### config.mk
export PLATFORM = sky130hd
export DESIGN_NAME = fetch_sequencer
export DESIGN_NICKNAME = d
export VERILOG_FILES = /design/src/rtl/fetch_pkg.sv /design/src/rtl/fetch_decode.sv /design/src/rtl/fetch_sequencer.sv
export SDC_FILE = /design/constraint.sdc
export NUM_CORES = 1
export LEC_CHECK = 0
export ABC_CLOCK_PERIOD_IN_PS = 1500
export BUFFER_PORTS_ARGS = -buffer_cell sky130_fd_sc_hd__buf_2
export CORE_MARGIN = 1
export CORE_UTILIZATION = 37
export CTS_BUF_LIST = sky130_fd_sc_hd__clkbuf_16
export DETAILED_ROUTE_END_ITERATION = 6
export GPL_ROUTABILITY_DRIVEN = 0
export PLACE_DENSITY = 0.81
export SLEW_MARGIN = 30
export SYNTH_ARGS = -nofsm -noshare
export SYNTH_HDL_FRONTEND = slang
export SYNTH_SLANG_ARGS = --single-unit
### constraint.sdc
create_clock -name clka -period 1.5 [get_ports clka]
set_input_delay 0.3 -clock clka [delete_from_list [all_inputs] [get_ports clka]]
set_output_delay 0.3 -clock clka [all_outputs]
set_load 0.05 [all_outputs]
### src/rtl/fetch_pkg.sv
// Shared fetch/decode definitions: opcodes, PC-select encodings and sequencer states.
// Imported by the PC, the fetch sequencer and its decode helper.
package fetch_pkg;

    localparam int OPC_W = 4;

    localparam logic [OPC_W-1:0] OPC_JMP = 4'hC;
    localparam logic [OPC_W-1:0] OPC_JR  = 4'hD;
    localparam logic [OPC_W-1:0] OPC_HLT = 4'hF;

    localparam logic [1:0] PC_INC = 2'b00;
    localparam logic [1:0] PC_IMM = 2'b01;
    localparam logic [1:0] PC_SR1 = 2'b10;

    localparam logic [2:0] ST_IDLE   = 3'd0;
    localparam logic [2:0] ST_REQ    = 3'd1;
    localparam logic [2:0] ST_ISSUE  = 3'd2;
    localparam logic [2:0] ST_UPDATE = 3'd3;
    localparam logic [2:0] ST_HALT   = 3'd4;

    typedef struct packed {
        logic [1:0] pc_ctl;
        logic       is_halt;
    } decode_t;

    function automatic decode_t decode_opcode(input logic [OPC_W-1:0] opcode);
        decode_t d;
        d.pc_ctl  = PC_INC;
        d.is_halt = 1'b0;
        case (opcode)
            OPC_JMP: d.pc_ctl  = PC_IMM;
            OPC_JR:  d.pc_ctl  = PC_SR1;
            OPC_HLT: d.is_halt = 1'b1;
            default: ;
        endcase
        return d;
    endfunction

endpackage

### src/rtl/fetch_decode.sv
// Combinational opcode decode: selects the PC next-value source and flags halt.
module fetch_decode
    import fetch_pkg::*;
(
    input  logic [OPC_W-1:0] opcode,
    output logic [1:0]       pc_ctl,
    output logic             is_halt
);

    decode_t dec;

    always_comb begin
        dec     = decode_opcode(opcode);
        pc_ctl  = dec.pc_ctl;
        is_halt = dec.is_halt;
    end

endmodule

### src/rtl/fetch_sequencer.sv
// Instruction-fetch sequencer: fetches at pc_in, holds the word in the IR, offers it
// to execute, then strobes the PC update. Moore FSM; outputs depend on state/IR only.
module fetch_sequencer
    import fetch_pkg::*;
#(
    parameter int PC_BITS    = 6,
    parameter int INSTR_BITS = 16,
    parameter int OPC_BITS   = OPC_W
) (
    input  logic                  clka,
    input  logic                  reset,
    input  logic [PC_BITS-1:0]    pc_in,
    output logic [PC_BITS-1:0]    mem_addr,
    output logic                  mem_req,
    input  logic                  mem_ready,
    input  logic [INSTR_BITS-1:0] mem_data,
    output logic [INSTR_BITS-1:0] ir_out,
    output logic                  ir_valid,
    input  logic                  exec_ready,
    output logic                  pc_latch_data,
    output logic [1:0]            pc_ctl,
    output logic [PC_BITS-1:0]    imm,
    output logic                  halted
);

    logic [2:0]            state_reg;
    logic [2:0]            state_next;
    logic [INSTR_BITS-1:0] ir_reg;
    logic [INSTR_BITS-1:0] ir_next;
    logic [OPC_BITS-1:0]   opcode;
    logic [1:0]            dec_pc_ctl;
    logic                  dec_is_halt;

    assign opcode = ir_reg[INSTR_BITS-1 -: OPC_BITS];

    fetch_decode u_decode (
        .opcode  (opcode),
        .pc_ctl  (dec_pc_ctl),
        .is_halt (dec_is_halt)
    );

    // Each handshake input is only looked at in the state that owns it.
    always_comb begin
        state_next = state_reg;
        ir_next    = ir_reg;
        case (state_reg)
            ST_IDLE: state_next = ST_REQ;
            ST_REQ: begin
                if (mem_ready) begin
                    ir_next    = mem_data;
                    state_next = ST_ISSUE;
                end
            end
            ST_ISSUE: begin
                if (exec_ready) begin
                    state_next = dec_is_halt ? ST_HALT : ST_UPDATE;
                end
            end
            ST_UPDATE: state_next = ST_REQ;
            ST_HALT:   state_next = ST_HALT;
            default:   state_next = ST_IDLE;
        endcase
    end

    always_ff @(posedge clka or posedge reset) begin
        if (reset) begin
            state_reg <= ST_IDLE;
            ir_reg    <= '0;
        end else begin
            state_reg <= state_next;
            ir_reg    <= ir_next;
        end
    end

    // Reset clears state_reg asynchronously, so every strobe drops with reset.
    assign mem_addr      = pc_in;
    assign mem_req       = (state_reg == ST_REQ);
    assign ir_valid      = (state_reg == ST_ISSUE);
    assign pc_latch_data = (state_reg == ST_UPDATE);
    assign pc_ctl        = (state_reg == ST_UPDATE) ? dec_pc_ctl : PC_INC;
    assign halted        = (state_reg == ST_HALT);
    assign ir_out        = ir_reg;
    assign imm           = ir_reg[PC_BITS-1:0];

endmodule

* After elaboration in Yosys (flattened, before gate mapping)
Index checks and enable logic that the tools add are counted.
** Operators by class
- Equality and inequality tests :: 9
- Muxes and demuxes :: 7
- Reduce and logical (&&, ||, !) cells :: 4
** Operators by type and width (number)
- $eq A4 B4 Y1 const B :: 3
- $pmux W3 S4 :: 1
- $mux W3 :: 3
- $eq A3 B2 Y1 const B :: 2
- $ne A2 B1 Y1 const B :: 2
- $pmux W2 S2 :: 1
- $reduce_and A2 Y1 :: 2
- $eq A3 B1 Y1 const B :: 1
- $eq A3 B3 Y1 const B :: 1
- $logic_not A3 Y1 :: 1
- $mux W2 :: 1
- $reduce_or A2 Y1 :: 1
- $mux W1 :: 1
** Storage, ports and cells
- Flip-flop bits (word level) :: 19
- Output and inout bits :: 34
- Logic and storage cells :: 22

* Depth between registers and ports, before layout
- Depth in word-level cells :: 5
- Depth in mapped cells :: 4

* Cells and area by module
From an unflattened synthesis, not the netlist that was laid out.
** Unflattened totals
- Cells, all modules :: 71
- Area total of the unflattened synthesis :: 965.9 um^2
** By module, submodules not included
- fetch_sequencer :: instances 1, cells each 68, area each 932.1 um^2, seq. area each 475.5 um^2
- fetch_decode :: instances 1, cells each 3, area each 33.8 um^2, seq. area each 0.0 um^2

* Worst setup path after synthesis
No wires, ideal clock.
- Path type :: register to output
- From :: register ir_reg[15], in the netlist ir_out[15]
- To :: output port pc_ctl[1]
- Arrival :: 2.440 ns
- Path slack :: -1.240 ns
- Stages on the path, launching flop included :: 3
- Path buffers :: 0
- Cell sequence :: dfrtp_1 nand2_1 nor4b_1
** Between the ends
- Cells in the longest elaborated chain, start to end :: 3
- Elaborated cells on any way between the ends :: 4
- Classes of those cells :: eq/ne: 2; mux: 2
** RTL lines
- start, declared :: RTL line fetch_sequencer.sv:28 : logic [INSTR_BITS-1:0] ir_reg;
- start signal, assigned :: RTL line fetch_sequencer.sv:71 : ir_reg <= ir_next;
- $eq A4 B4 Y1 :: RTL line fetch_pkg.sv:30 : case (opcode)
- $pmux W2 S2 (*) :: RTL line fetch_pkg.sv:30
- $mux W2 (*) :: RTL line fetch_sequencer.sv:80 : assign pc_ctl = (state_reg == ST_UPDATE) ? dec_pc_ctl : PC_INC;
- end, declared :: RTL line fetch_sequencer.sv:21 : output logic [1:0] pc_ctl,
Mark *: on every way between the ends. The rest lies on a longest branch, timed or not.

* Worst setup path in the final report
- From :: register state_reg[2]
- To :: output port pc_ctl[1]
** Between the ends
- Cells in the longest elaborated chain, start to end :: 2
** RTL lines
- start, declared :: RTL line fetch_sequencer.sv:26 : logic [2:0] state_reg;
- start signal, assigned :: RTL line fetch_sequencer.sv:70 : state_reg <= state_next;
- $eq A3 B2 Y1 :: RTL line fetch_sequencer.sv:80
- $mux W2 :: RTL line fetch_sequencer.sv:80
Every way passes these cells.

==> impl_results.md <==
* R2R Path Start: state_reg[1]
* Drt pass-1 iters at 3
* Synth-to-Final Area Change at 50.6%
* Final Setup Violations at 19
* Period utilisation layout at 111%
* Drt total wl at 1860 microns
* Critical Path Sink Type: output pin
* Yosys Warn Count at 0
* Status: finished with violations
* CP required at 1.20 ns
* Vias at 672
* CTS tree: yes
* CTS buffer count at 3
* R2R cell count at 5
* Slew HR at 80.7%
* Flop2flop setup slack at -0.03 ns
* Max-Cap Viols at 0
* Vias/cell at 4.67
* Number of flip-flops under the largest register name at 16
* RSZ-0062 raised after global routing: true
* Syn Nets at 93
* Setup WS post-layout at -0.171 ns
* Setup Crit Path Kind: reg2out
* Ports at 60
* First-pass GRT wire length at 3110 microns
* Hold violation count in the final report at 0
* Post-synth EDFFs at 0
* Initial Util at approximately 41%
* Synth Flop Type: dfrtp_1
* DRT iter0 DRCs at 4
* Vias in the first global route at 632
* Worst Path Max Fanout at 3
* Violated checks: setup timing
* Slew @ Worst Pin at 0.290 ns
* Worst-Skew Late Latency at 0.25 ns
* Setup TNS at -0.711 ns
* Crit start category: flip-flop
* DRC violations left at 0
* H-tree level count at 1
* Fin crit period at roughly 1.7 ns
* Post-synthesis sequential area ratio at 50.3%
* Mapped Avg Cell Area at roughly 14 sq um
* Post-DRT Antenna Nets at 0
* # port buffers at 47
* Largest net degree at the start of global routing at 20
* Post-synth cell types at 20
* Core ar. at 0.00232 sq mm
* Clock-pin slew on the worst setup and hold paths at 0.06 ns
* Synth Instances at 67
* Final hold slack at 0.0570 ns
* Chip Height at 52.5 microns
* Drt wl/cell at around 13 microns
* Hold Crit Class: in2async
* Fin util at 61.4%
* Final Max Tran Viols at 0
* Share of layout cells above drive strength 1 at between 70% and 80%
* Reg2reg end: ir_out[13]
* Gr ovfl total at 0
* Mapped Area at 945 sq um
* Row count at 17
* Clk root buf: clkbuf_16
* Max Root-Sink Buffers at 2
* Full die area at 0.00276 sq mm
* Clock skew at 0.00234 ns
* Chip width at 52.5 microns
* Yosys reg bits at 19
* Pre-CTS WS at 0.0152 ns
* Initial antenna violation count at 0
* Asr flop ratio synth at 100%
* GR Util All Layers at 15.9%
* Clock sinks at 19
* Fmax at approximately 600 MHz
* Final net count at roughly 140
* CP Data Arrival Time at around 1.4 ns
* Antenna cells at 0
* DPL Wire Length at 1330 microns
-- final cells by class --
class / instances / area (sq um)
multi-input cells: 31 / 427
inverters: 3 / 11.3
clock buffers: 3 / 75.1
repair buffers: 59 / 389
well taps: 28 / 35.0
flip-flops and latches: 19 / 478
clock inverters: 1 / 7.51
fillers: 184 / 896
-- worst max path at each step --
stage / to / start / depth (start not counted) / slack [ns]
after floorplan: pc_ctl[1] / ir_out[12] / 1 / -0.18
after detailed placement: ir_out[13] / state_reg[2] / 4 / 0.02
after global placement: ir_out[14] / state_reg[2] / 4 / 0.05
after global routing: pc_ctl[1] / state_reg[2] / 3 / -0.21
after CTS: pc_ctl[1] / state_reg[2] / 3 / -0.17
final: pc_ctl[1] / state_reg[2] / 3 / -0.17
-- metrics by stage --
| stage | instance area [sq um] | instances |
|---|---|---|
| 2_1_floorplan | 992 | 67 |
| 3_3_place_gp | 1190 | 135 |
| 3_5_place_dp | 1190 | 135 |
| 4_1_cts | 1380 | 141 |
| 5_1_grt | 1420 | 144 |
| 6_report | 1420 | 144 |
-- worst max-delay path: stages (launching register included) --
cell,delay [ns]
dfrtp_1,0.37
nand3b_1,0.27
nor4b_4,0.29
buf_6,0.20
-- timing repair --
| action | in CTS | in global routing |
|---|---|---|
| setup buffers | 1 | 3 |
| hold buffers | 0 | 0 |
| endpoints found under the setup margin | 8 | 22 |
| gates cloned | 1 | 0 |
| pin swaps | 5 | 2 |
| resized for setup | 25 | 6 |
-- synthesized netlist by cell type (all sizes together) (2+ instances only) --
cell	count	area share (%)
dfrtp	19	50
mux2	16	23
nand2	2	0.79
buf	14	13
nor3b	2	1.6
inv	3	1.2
-- routing by layer --
metal | vias to the layer above | wire length [microns] | track usage (%)
met4 | 0 | 0 | 3.07
li1 | 317 | - | -
met1 | 320 | 838 | 21.7
met2 | 35 | 871 | 25.1
met5 | - | 0 | 0
met3 | 0 | 151 | 4.64
-- cell families (layout without fill, tap and decap cells) --
family                 Yosys count  in the layout  share of synthesized area, %
AND/OR/NAND/NOR                 11             11                          9.54
buffers and inverters           17             66                          14.0
multiplexers                    16             16                          22.6
flip-flops                      19             19                          50.3
AO/OA/AOI/OAI                    4              4                          3.44
-- layout by cell type (no fill, tap or decap) --
master,count
a31o_2,1
clkbuf_16,3
a31oi_1,1
buf_4,7
dfrtp_1,17
o31a_1,1
mux2_4,16
nand2_1,2
nor2b_1,1
nor4_4,1
dfrtp_2,2
nor4bb_4,1
a21o_2,1
buf_2,41
nor3_4,1
and4_1,1
buf_6,9
nor4b_4,1
nand3b_1,1
inv_1,2
buf_8,2
clkinvlp_4,1
inv_2,1
nor3b_4,2
Power is left out: the tool's default activity adds up to more than one toggle a clock period on the data nets, which glitch-free logic cannot reach.
